**config.mk**
```make
export PLATFORM = sky130hd
export DESIGN_NAME = ex_muldiv_sequencer
export DESIGN_NICKNAME = d
export VERILOG_FILES = /design/src/rtl/ex_muldiv_sequencer.sv
export SDC_FILE = /design/constraint.sdc
export NUM_CORES = 1
export LEC_CHECK = 0
export ABC_CLOCK_PERIOD_IN_PS = 3500
export CAP_MARGIN = 0
export CORE_ASPECT_RATIO = 1.25
export CORE_MARGIN = 2
export CORE_UTILIZATION = 55
export CTS_BUF_LIST = sky130_fd_sc_hd__clkbuf_4
export DETAILED_ROUTE_END_ITERATION = 10
export PLACE_DENSITY = 0.85
export SETUP_SLACK_MARGIN = 0.5
export SLEW_MARGIN = 5
export SYNTH_ARGS = -nofsm -noshare
export SYNTH_HDL_FRONTEND = slang
export SYNTH_SLANG_ARGS = --single-unit
```
**constraint.sdc**
```tcl
create_clock -name clk -period 3.5 [get_ports clk]
set_clock_uncertainty 0.15 [all_clocks]
set_input_delay 0.7 -clock clk [delete_from_list [all_inputs] [get_ports clk]]
set_output_delay 0.7 -clock clk [all_outputs]
set_load 0.005 [all_outputs]
```
**src/rtl/ex_muldiv_sequencer.sv**
```systemverilog
// Multi-cycle multiply/divide sequencer for the EX stage: shift-add multiplier,
// restoring divider, HI/LO ownership and the MFHI/MFLO stall.
module ex_muldiv_sequencer #(
    parameter int unsigned WIDTH = 32
) (
    input  logic             clk,
    input  logic             reset,
    input  logic             start,
    input  logic [1:0]       mdOp,
    input  logic [WIDTH-1:0] reg1,
    input  logic [WIDTH-1:0] reg2,
    input  logic             hiWrite,
    input  logic             loWrite,
    input  logic             hiloRead,
    input  logic             flush,
    output logic             busy,
    output logic             stall,
    output logic             done,
    output logic             divZero,
    output logic [WIDTH-1:0] hiOut,
    output logic [WIDTH-1:0] loOut
);

    localparam int unsigned CW = (WIDTH > 1) ? $clog2(WIDTH) : 1;

    typedef enum logic [1:0] {
        IDLE = 2'd0,
        RUN  = 2'd1,
        FIX  = 2'd2
    } state_t;

    state_t state, state_nx;

    logic [CW-1:0]      count;
    logic [WIDTH-1:0]   work_hi, work_lo, operand;
    logic               is_div, neg_a, neg_b;
    logic               accept, is_signed, sign1, sign2;
    logic [WIDTH-1:0]   abs1, abs2, addend, div_rem;
    logic [WIDTH:0]     mult_sum, div_shift;
    logic               div_ok;
    logic [2*WIDTH-1:0] prod_fixed;
    logic [WIDTH-1:0]   quot_fixed, rem_fixed;

    assign busy      = (state != IDLE);
    assign stall     = hiloRead & busy;
    assign accept    = (state == IDLE) & start & ~flush;
    assign is_signed = ~mdOp[0];
    assign sign1     = is_signed & reg1[WIDTH-1];
    assign sign2     = is_signed & reg2[WIDTH-1];
    assign abs1      = sign1 ? -reg1 : reg1;
    assign abs2      = sign2 ? -reg2 : reg2;

    // work_hi/work_lo hold {product} for multiply and {remainder, quotient} for
    // divide; operand is the multiplicand or the divisor magnitude.
    assign addend     = work_lo[0] ? operand : '0;
    assign mult_sum   = {1'b0, work_hi} + {1'b0, addend};
    assign div_shift  = {work_hi, work_lo[WIDTH-1]};
    assign div_ok     = (div_shift >= {1'b0, operand});
    assign div_rem    = div_shift[WIDTH-1:0] - operand;

    assign prod_fixed = (neg_a ^ neg_b) ? -{work_hi, work_lo} : {work_hi, work_lo};
    assign quot_fixed = (neg_a ^ neg_b) ? -work_lo : work_lo;
    assign rem_fixed  = neg_a ? -work_hi : work_hi;

    always_ff @(posedge clk or negedge reset) begin
        if (!reset) state <= IDLE;
        else        state <= state_nx;
    end

    always_comb begin
        state_nx = state;
        case (state)
            IDLE:    if (accept) state_nx = RUN;
            RUN: begin
                if (flush)                         state_nx = IDLE;
                else if (count == CW'(WIDTH - 1))  state_nx = FIX;
            end
            FIX:     state_nx = IDLE;
            default: state_nx = IDLE;
        endcase
    end

    always_ff @(posedge clk or negedge reset) begin
        if (!reset) begin
            count   <= '0;
            work_hi <= '0;
            work_lo <= '0;
            operand <= '0;
            is_div  <= 1'b0;
            neg_a   <= 1'b0;
            neg_b   <= 1'b0;
            done    <= 1'b0;
            divZero <= 1'b0;
            hiOut   <= '0;
            loOut   <= '0;
        end else begin
            done <= 1'b0;
            case (state)
                IDLE: begin
                    if (accept) begin
                        is_div  <= mdOp[1];
                        neg_a   <= sign1;
                        neg_b   <= sign2;
                        count   <= '0;
                        divZero <= mdOp[1] & (reg2 == '0);
                        work_hi <= '0;
                        if (mdOp[1]) begin
                            operand <= abs2;
                            work_lo <= abs1;
                        end else begin
                            operand <= abs1;
                            work_lo <= abs2;
                        end
                    end else begin
                        if (hiWrite) hiOut <= reg1;
                        if (loWrite) loOut <= reg1;
                    end
                end
                RUN: begin
                    if (!flush) begin
                        count <= count + 1'b1;
                        if (is_div) begin
                            work_hi <= div_ok ? div_rem : div_shift[WIDTH-1:0];
                            work_lo <= {work_lo[WIDTH-2:0], div_ok};
                        end else begin
                            {work_hi, work_lo} <= {mult_sum, work_lo[WIDTH-1:1]};
                        end
                    end
                end
                FIX: begin
                    if (!flush) begin
                        if (is_div) begin
                            hiOut <= rem_fixed;
                            loOut <= quot_fixed;
                        end else begin
                            {hiOut, loOut} <= prod_fixed;
                        end
                        done <= 1'b1;
                    end
                end
                default: ;
            endcase
        end
    end

endmodule

```
Word-level counts from Yosys, hierarchy flattened. Cells that the tools add are included.

Divide/modulo/power cells: 0. Order comparisons: 1. Add/sub/neg operators: 8. Multipliers: 0. Muxes and demuxes: 36. Bitwise gates (word level): 9. Shift operators: 0. Equality and inequality tests: 10. Reductions and logical operators: 10.

Operators with widths (number): 2-to-1 mux 32 bit (22); case mux 32 bit (2 select lines) (4); negator 32 bit (4); 2-to-1 mux 64 bit (1); negator 64 bit (1); adder 32 x 32 -> 33 bit (1); >= comparator 33 x 32 -> 1 bit (1); logical NOT 32 bit (1); subtractor 32 bit (1); inequality test 2 bit, second input constant (6); 2-to-1 mux 5 bit (2); case mux 5 bit (2 select lines) (1); AND reduction 4 bit (2); bitwise AND 1 bit (6); 2-to-1 mux 2 bit (3); nonzero test 2 bit (3); adder 5 x 1 -> 5 bit, second input constant (1); equality test 5 bit, second input constant (1); case mux 2 bit (2 select lines) (1); AND reduction 2 bit (2); inequality test 3 bit, second input constant (1); AND reduction 3 bit (1); equality test 2 x 1 -> 1 bit, second input constant (1); equality test 2 bit, second input constant (1); 4 further kinds (6).

Bits in latches: 0. Memories: 0. Memory bits (writable): 0. Logic and storage cells: 86. Bits of input ports: 73. Output and inout bits: 68. Flip-flop bits (word level): 172. Bits in read-only memories: 0.

Depth between registers and ports, before layout.
Word-level depth: 6. Mapped depth: 13. Gate-level depth less buffers: 12.

Worst setup path after synthesis. No wires, ideal clock.

Path kind: reg-to-reg. Start point: reg work_lo[0]. End point: reg work_hi[26]. Slack: 0.209 ns. Cell stages (with the launch flop): 13. Arrival: 3.015 ns. Library setup time: 0.126 ns. Required time: 3.224 ns. Path through: dfrtp_1 inv_1 clkbuf_1 nor2_1 ha_1 a2111oi_0 o21ai_0 and3_1 o21ai_0 a21o_1 o31a_1 mux2_2 a221o_1.

Word-level cells in the longest chain between the ends: 5.

RTL lines: from (decl) (RTL line 35) `logic [WIDTH-1:0] work_hi, work_lo, operand;`; from (signal assigned) (RTL line 109) `work_lo <= abs1;`; from (signal assigned) (RTL line 112) `work_lo <= abs2;`; from (signal assigned) (RTL line 124) `work_lo <= {work_lo[WIDTH-2:0], div_ok};`; 2-to-1 mux 32 bit (RTL line 55) `assign addend = work_lo[0] ? operand : '0;`; adder 32 x 32 -> 33 bit (RTL line 56) `assign mult_sum = {1'b0, work_hi} + {1'b0, addend};`; 2-to-1 mux 32 bit (RTL line 122) `if (is_div) begin`; 2-to-1 mux 32 bit (RTL line 120) `if (!flush) begin`; case mux 32 bit (2 select lines) (RTL line 98) `case (state)`; to (signal assigned) (RTL line 123) `work_hi <= div_ok ? div_rem : div_shift[WIDTH-1:0];`; to (signal assigned) (RTL line 126) `{work_hi, work_lo} <= {mult_sum, work_lo[WIDTH-1:1]};`; to (decl) (RTL line 35).

Every way passes these cells. The select of a mux whose other input is x is not followed. A chain may end at the register's enable or synchronous reset.

Worst setup path after layout.
Start point: reg operand[18]. End point: reg work_hi[22].

Word-level cells in the longest chain between the ends: 5.

RTL lines: from (decl) (RTL line 35); from (signal assigned) (RTL line 108) `operand <= abs2;`; from (signal assigned) (RTL line 111) `operand <= abs1;`; 2-to-1 mux 32 bit, or another cell as far along (RTL line 55); adder 32 x 32 -> 33 bit / 2-to-1 mux 32 bit (equally long branches) (RTL line 56, 123); 2-to-1 mux 32 bit (*) (RTL line 122); 2-to-1 mux 32 bit (*) (RTL line 120); case mux 32 bit (2 select lines) (*) (RTL line 98).

Mark *: on every way between the ends. The rest lies on a longest branch, timed or not. The select of a mux whose other input is x is not followed.

==> results by group <==
Min path
  – Worst min-delay path class: reg -> reg

Clock tree
  – Clk_lat worst skew: 0.66 ns
  – CTS sink count: 172
  – CTS tree: yes
  – Total CTS buffers: 17
  – Root buf cell: clkbuf_4
  – Max Buffers Root-to-Sink: 2
  – H-Tree Depth: 4
  – Reg clk slew, reported paths: 0.17 ns

Final layout
  – Commonest cells after routing, fill and taps aside: 282 x buf_4, 234 x nor2_1, 171 x a21oi_1, 171 x nand2_1, 154 x dfrtp_1
  – Fin util: 0.741
  – Sequential cell area: 0.00433 mm2
  – Synth-to-layout area growth: 33.8%
  – # fillers: 2091
  – Layout Nets: 2518
  – Commonest non-fill, non-tap cell in the layout: buf_4
  – Layout cells sized above 1: 0.244
  – Area of the multi-input gates: 0.0116 mm2
  – Final Instance Area: 0.0209 mm2
  – Cell Count, Final, Fillers Out: 2743

Route
  – DRT iter0 DRCs: 2273
  – Total Wirelength: 70600 um
  – DR WL/cell: 25.7 um
  – Vias: 18.6k
  – First drt pass iteration count: 9
  – Final ANT Viol Nets: 0
  – Via density: 6.79
  – Residual DRC: 0

Synthesis
  – Yosys reg bits: 172
  – Main combinational cell family by area after synthesis: compound AO/OA/AOI/OAI gates
  – Distinct cells, synth: 91
  – Syn Nets: 2170
  – Share of the yosys chip area belonging to registers: 0.275
  – Post-synthesis cell count: 2025
  – YS warnings: 0
  – Adder-Cell Fraction of Synth Area: 0.0586
  – Mux contribution to synthesized area: 0.0434
  – Post-synthesis xor/xnor area fraction: 0.0891
  – Asr flop ratio synth: 1.00
  – Top FF cell, synth: dfrtp_1
  – Post-synth EDFFs: 0
  – Synth Area in Simple Gates: 0.220
  – Syn Area/Cell: 7.72 um2
  – Synth Cell Area: 0.0156 mm2
  – Post-synthesis compound-gate area fraction: 0.265

GRT
  – Initial antenna violation count: 3
  – First-pass GRT wire length: 101000 um
  – Vias in the first global route: 17.4k
  – Grt ovf: 0
  – Total Routing Usage GR: 0.450
  – Pin count of the biggest net entering global routing: 90

Placed design
  – DP Wirelength: 52600 um
  – Placed inst area: 0.0190 mm2
  – Placed insts: 2647
  – Buffers on Ports: 140
  – GP Congestion: 1.05

Setup path
  – Crit path arrival time: 3.58 ns
  – Crit end category: flop
  – Crit Path Max Fanout: 6
  – Startpoint Class: flop
  – CP required: 3.88 ns
  – Crit Path Category: reg -> reg

STA
  – Hold Violations, Final: 0
  – RSZ-0062 raised after global routing: yes
  – Slew Limit Headroom: 0.285
  – Tcrit/Tclk final: 0.913
  – Worst-margin pin slew: 1.07 ns
  – Max Clock Freq: 313 MHz
  – Final setup fails: 0
  – Sum Neg Setup Slack: 0 ns
  – Count of final max-slew check failures: 0
  – Period minus WS final: 3.19 ns

Floorplanning
  – Total core area: 0.0282 mm2
  – Site row count: 69
  – Die area: 0.0298 mm2
  – I/O pin count: 141
  – Initial Util: 0.554
  – Die height: 193 um
  – Die W: 155 um

Power and ir drop
  – Post-layout total power: 0.0175 W
  – Maximum VDD drop: 843 uV
  – Leak pwr: 8.90 nW
  – Pwr dens: 838 mW/mm2

Flow run
  – Max-cap violations: 0

Outcome
  – Status: finished clean
[worst max-delay path, cell delays in order (launching register included)]
cell and delay [ns]:
dfrtp_1 0.48, inv_2 0.10, ha_4 0.30, buf_6 0.11, buf_6 0.09, nand2_2 0.07, or3_4 0.35, nor3_4 0.22
o21ai_4 0.09, nor4b_4 0.14, buf_6 0.14, nor2_4 0.14, buf_6 0.17, buf_12 0.14, mux2i_2 0.27, o21ai_0 0.11
[Yosys cell counts, drive strengths merged (8+ instances only)]
master | number | area [um2]
o221ai | 11 | 96.3
ha | 70 | 876
clkbuf | 100 | 375
a211oi | 27 | 203
and3 | 20 | 140
inv | 66 | 248
o211ai | 21 | 163
nand3 | 37 | 190
o21bai | 9 | 67.6
o22a | 9 | 78.8
and2 | 18 | 113
or3 | 26 | 168
mux2 | 12 | 139
xnor2 | 91 | 797
a21oi | 188 | 945
a31oi | 35 | 219
buf | 25 | 131
or2 | 8 | 50.1
nor3 | 55 | 307
nor2b | 16 | 100
o31ai | 48 | 360
nor2 | 248 | 938
o21a | 11 | 82.6
a21o | 35 | 270
a221oi | 12 | 111
a22oi | 18 | 140
mux2i | 54 | 541
nand2b | 25 | 156
or4 | 15 | 124
xor2 | 68 | 596
nor4 | 19 | 159
o21ai | 182 | 911
nand2 | 177 | 664
nand4 | 17 | 106
dfrtp | 172 | 4300
[logic make-up after synthesis]
| family | Yosys count |
|---|---|
| flip-flops | 172 |
| buffers and inverters | 193 |
| XOR/XNOR | 159 |
| adder cells (fa/ha/maj) | 72 |
| multiplexers | 66 |
| AND/OR/NAND/NOR | 703 |
| AO/OA/AOI/OAI | 660 |
[sequential cells by signal, indices dropped and copies added, names as in the netlist]
name / count
work_hi: 32
neg_b: 1
operand: 32
is_div: 1
divZero: 1
work_lo: 32
done: 1
loOut: 32
neg_a: 1
count: 5
hiOut: 32
state: 2
[repair_timing]
item | CTS | global route
resized for setup | 147 | 124
pin swaps | 44 | 39
hold endpoints to repair | 68 | 0
gates cloned | 0 | 3
setup buffers | 23 | 35
hold buffers | 1 | 0
setup endpoints to repair | 50 | 58
[final timing paths]
check	startpoint	endpoint	slack (ns)	cells past startpoint
worst max-delay path	operand[18]$_DFFE_PN0P_	work_hi[22]$_DFFE_PN0P_	0.31	15
worst min-delay path	loOut[5]$_DFFE_PN0P_	loOut[5]$_DFFE_PN0P_	0.35	2
worst max register to register	operand[18]$_DFFE_PN0P_	work_hi[22]$_DFFE_PN0P_	0.31	15
worst min register to register	loOut[5]$_DFFE_PN0P_	loOut[5]$_DFFE_PN0P_	0.35	2
max in group asynchronous	reset	loOut[4]$_DFFE_PN0P_	1.91	3
min in group asynchronous	reset	work_hi[16]$_DFFE_PN0P_	0.46	2
[power by group]
part           leakage, nW  internal (W)  switching, W
Sequential            2.09       0.00251      0.000755
Clock                0.145      0.000321      0.000905
Combinational         6.67       0.00580       0.00725
Total                 8.90       0.00863       0.00891
[final cells by class]
type                    instances  area share
inverters                      68      0.0124
well taps                     355      0.0212
clock buffers                  17     0.00610
flip-flops and latches        172       0.207
multi-input cells            1660       0.557
repair buffers                454       0.190
clock inverters                15     0.00688
diodes                          2    0.000239
[per-layer routing]
metal  vias up  global-route usage  routed length, um
li1       8057                   -                  -
met1      8685               0.506              23800
met2      1399               0.721              31200
met3       481              0.0921               7530
met4         0               0.412               8160
met5         -                   0                  0
[stage by stage]
| step | setup slack, ns | hold WS [ns] |
|---|---|---|
| after floorplan | 0.455 | 0.254 |
| after CTS | 0.399 | 0.351 |
| after detailed placement | 0.00624 | 0.316 |
| after global routing | 0.231 | 0.373 |
| after global placement | 0.0917 | 0.311 |
| final | 0.305 | 0.349 |
(Power assumes the default switching activity.)
==> edit (same settings) <==
Re-encode `state_t` (3 states) as one-hot, 3 bits wide.
--- a/src/rtl/ex_muldiv_sequencer.sv
+++ b/src/rtl/ex_muldiv_sequencer.sv
@@ -25,6 +25,6 @@
 
-    typedef enum logic [1:0] {
-        IDLE = 2'd0,
-        RUN  = 2'd1,
-        FIX  = 2'd2
+    typedef enum logic [2:0] {
+        IDLE = 3'b001,
+        RUN  = 3'b010,
+        FIX  = 3'b100
     } state_t;
Behaviour: no difference found for any inputs over 4 cycles, from zero or initial values and one cycle with reset low; so few cycles prove little.
==> edit against the original RTL <==
- area after synthesis decreased by 4.6%
- utilization fell by 2.3 points
- design area down 8.3%
- critical endpoint is now work_hi[27]
- sequential cell count is 1 higher
- worst setup slack worse by 0.19 ns
- routed wire length down 15%
- hold slack improved by 0.0015 ns
- synthesized cell count is 3.9% lower
- critical path type unchanged
Power is not compared: it rests on default switching activity, and its combinational part moved more than twofold at a synthesized area within 25%.
==> edit: results (changes against the original RTL) <==
stage,metric,value,unit,change
grt,grt_usage,40.3,%,-4.8 points
placed_design,portBuffers,140,,unchanged
routing,post_drt_wl_per_cell,23.3,um,-9.3%
routing,via_per_inst,6.64,,-2.2%
placed_design,place_inst,2465,,-6.9%
status,status,completed,,
power,vdd_drop_max,253,uV,
logic_synthesis,ys_warn_count,0,,unchanged
layout,drive_gt1_share,18.1,%,-6.4 points
routing,drt_first_iter_violations,2073,,-8.8%
clock_network,cts_root_buffer,clkbuf_4,,
clock_network,htreeDepth,4,,unchanged
critical_path,crit_slowest_cell,a2111oi_4,,
routing,firstDrtPassIters,9,,unchanged
critical_path,max_stage_delay,0.48,ns,about the same
clock_network,cts_inserted_buffers,17,,unchanged
layout,fillCellCount,2010,,-3.9%
placed_design,post_dp_cell_area,0.0176,mm^2,-7.0%
critical_path,cp_data_arrival_time,3.77,ns,+0.19 ns
logic_synthesis,syn_area_per_cell,7.66,um^2,-0.79%
logic_synthesis,ys_top_cells_by_area,"dfrtp_1 (29%), nor2_1 (6.1%), nand2_1 (6.1%)",,
grt,first_global_vias,15840,,-8.8%
timing,tightest_slew,0.928,ns,-0.141 ns
logic_synthesis,yosysSeqAreaShare,29.0,%,+1.5 points
clock_network,clk_pin_slew_worst_paths,0.16,ns,
layout,fin_nets,2346,,-6.8%
grt,grt_max_degree,93,,+3.3%
logic_synthesis,synth_common_cells,"nor2_1 (244), nand2_1 (241), o21ai_0 (179)",,
critical_path,cp_max_fo,3,,-3
grt,grt_pass1_wl,87300,um,-14%
logic_synthesis,synthArstFlopShare,100,%,unchanged
clock_network,clock_latency,0.62,ns,-0.04 ns
clock_network,cts_buffer_depth,2,,unchanged
logic_synthesis,syn_nets,2092,,-3.6%
logic_synthesis,synthFlopType,dfrtp_1,,
worst_hold_path,hold_class,register to register,,
power,leakage,8.52,nW,
logic_synthesis,synthDistinctLibCells,81,,-11%
routing,drt-total-wl,59800,um,-15%
job,max_cap_violations,0,,unchanged
grt,antenna_found_initial,1,,-2
placed_design,dp_hpwl,43600,um,-17%
placed_design,gp_congestion,1.02,,-2.9%
-- edit: cell count changes after synthesis, sizes merged, moves of 10 or more --
cell    change
a21oi      -14
a31oi      -19
nand2b     -10
mux2       -10
o221ai     +29
nand2      +65
-- edit: stage by stage --
step	setup TNS, ns	hold slack [ns]	worst slack [ns]	power, mW	util, %
2_1_floorplan	0	0.254	0.429	5.12	-
3_5_place_dp	-0.868	0.320	-0.179	6.70	66.0
6_report	0	0.350	0.111	8.52	71.8
5_1_grt	0	0.376	0.0598	8.91	71.8
4_1_cts	0	0.354	0.263	8.04	68.6
3_3_place_gp	0	0.314	0.0218	6.62	66.0
-- edit: worst max-delay path: cells and delay by family (launching register included) --
family,cells,cell delay [ns]
muxes,1,0.30
adders and majority gates,2,0.46
DFF,1,0.42
and+or+nand+nor,4,0.64
AOI/OAI and AO/OA,5,1.29
buffers and inverters,1,0.03
-- edit: metal layers --
metal	wire, um	track usage, %	part of all wire (%)	vias up
met5	0	0	0	-
met4	6430	31.8	11	0
met3	5420	6.62	9.1	390
met2	27100	63.6	45	1175
met1	20800	48.1	35	7956
li1	-	-	-	7490
-- edit: worst paths after layout --
path                               end  depth (start not counted)        from  slack [ns]
max                        work_hi[27]                         13  work_lo[0]        0.11
min                         operand[5]                          2  operand[5]        0.35
max reg2reg                work_hi[27]                         13  work_lo[0]        0.11
min reg2reg                 operand[5]                          2  operand[5]        0.35
max in group asynchronous   work_lo[7]                          3       reset        1.85
min in group asynchronous    hiOut[31]                          2       reset        0.47
-- edit: what timing repair did --
| action | 4_1_cts | 5_1_grt |
|---|---|---|
| buffers inserted | 15 | 40 |
| gates cloned | 3 | 3 |
| endpoints found under the setup margin | 53 | 74 |
| endpoints found under the hold margin | 54 | 0 |
| hold buffers | 1 | 0 |
| resized for setup | 52 | 123 |
| pin swaps | 20 | 51 |
-- edit: cells by family (layout without fill, tap and decap cells) --
| kind of cell | Yosys count | in the layout | share of synthesized area, % |
|---|---|---|---|
| and+or+nand+nor | 699 | 700 | 21.3 |
| AOI/OAI and AO/OA | 608 | 608 | 25.7 |
| buffers and inverters | 177 | 443 | 4.56 |
| DFF | 173 | 173 | 29.0 |
| xor gates and xnor gates | 166 | 166 | 9.75 |
| adders and majority gates | 72 | 72 | 6.14 |
| muxes | 52 | 52 | 3.51 |
| other | 0 | 2 | 0 |
-- edit: where the power goes --
part | leakage [nW] | internal [mW] | switching [mW]
Sequential | 2.16 | 2.36 | 0.376
Clock | 0.153 | 0.390 | 0.822
Combinational | 6.21 | 2.00 | 2.57
-- edit: final cells by class --
class	instances	area share [%]
Clock buffer	19	0.743
Multi-Input combinational cell	1598	55.5
Inverter	63	1.23
Tap cell	345	2.25
Timing Repair Buffer	348	16.9
Sequential cell	173	22.6
Clock inverter	13	0.684
Antenna cell	2	0.0261
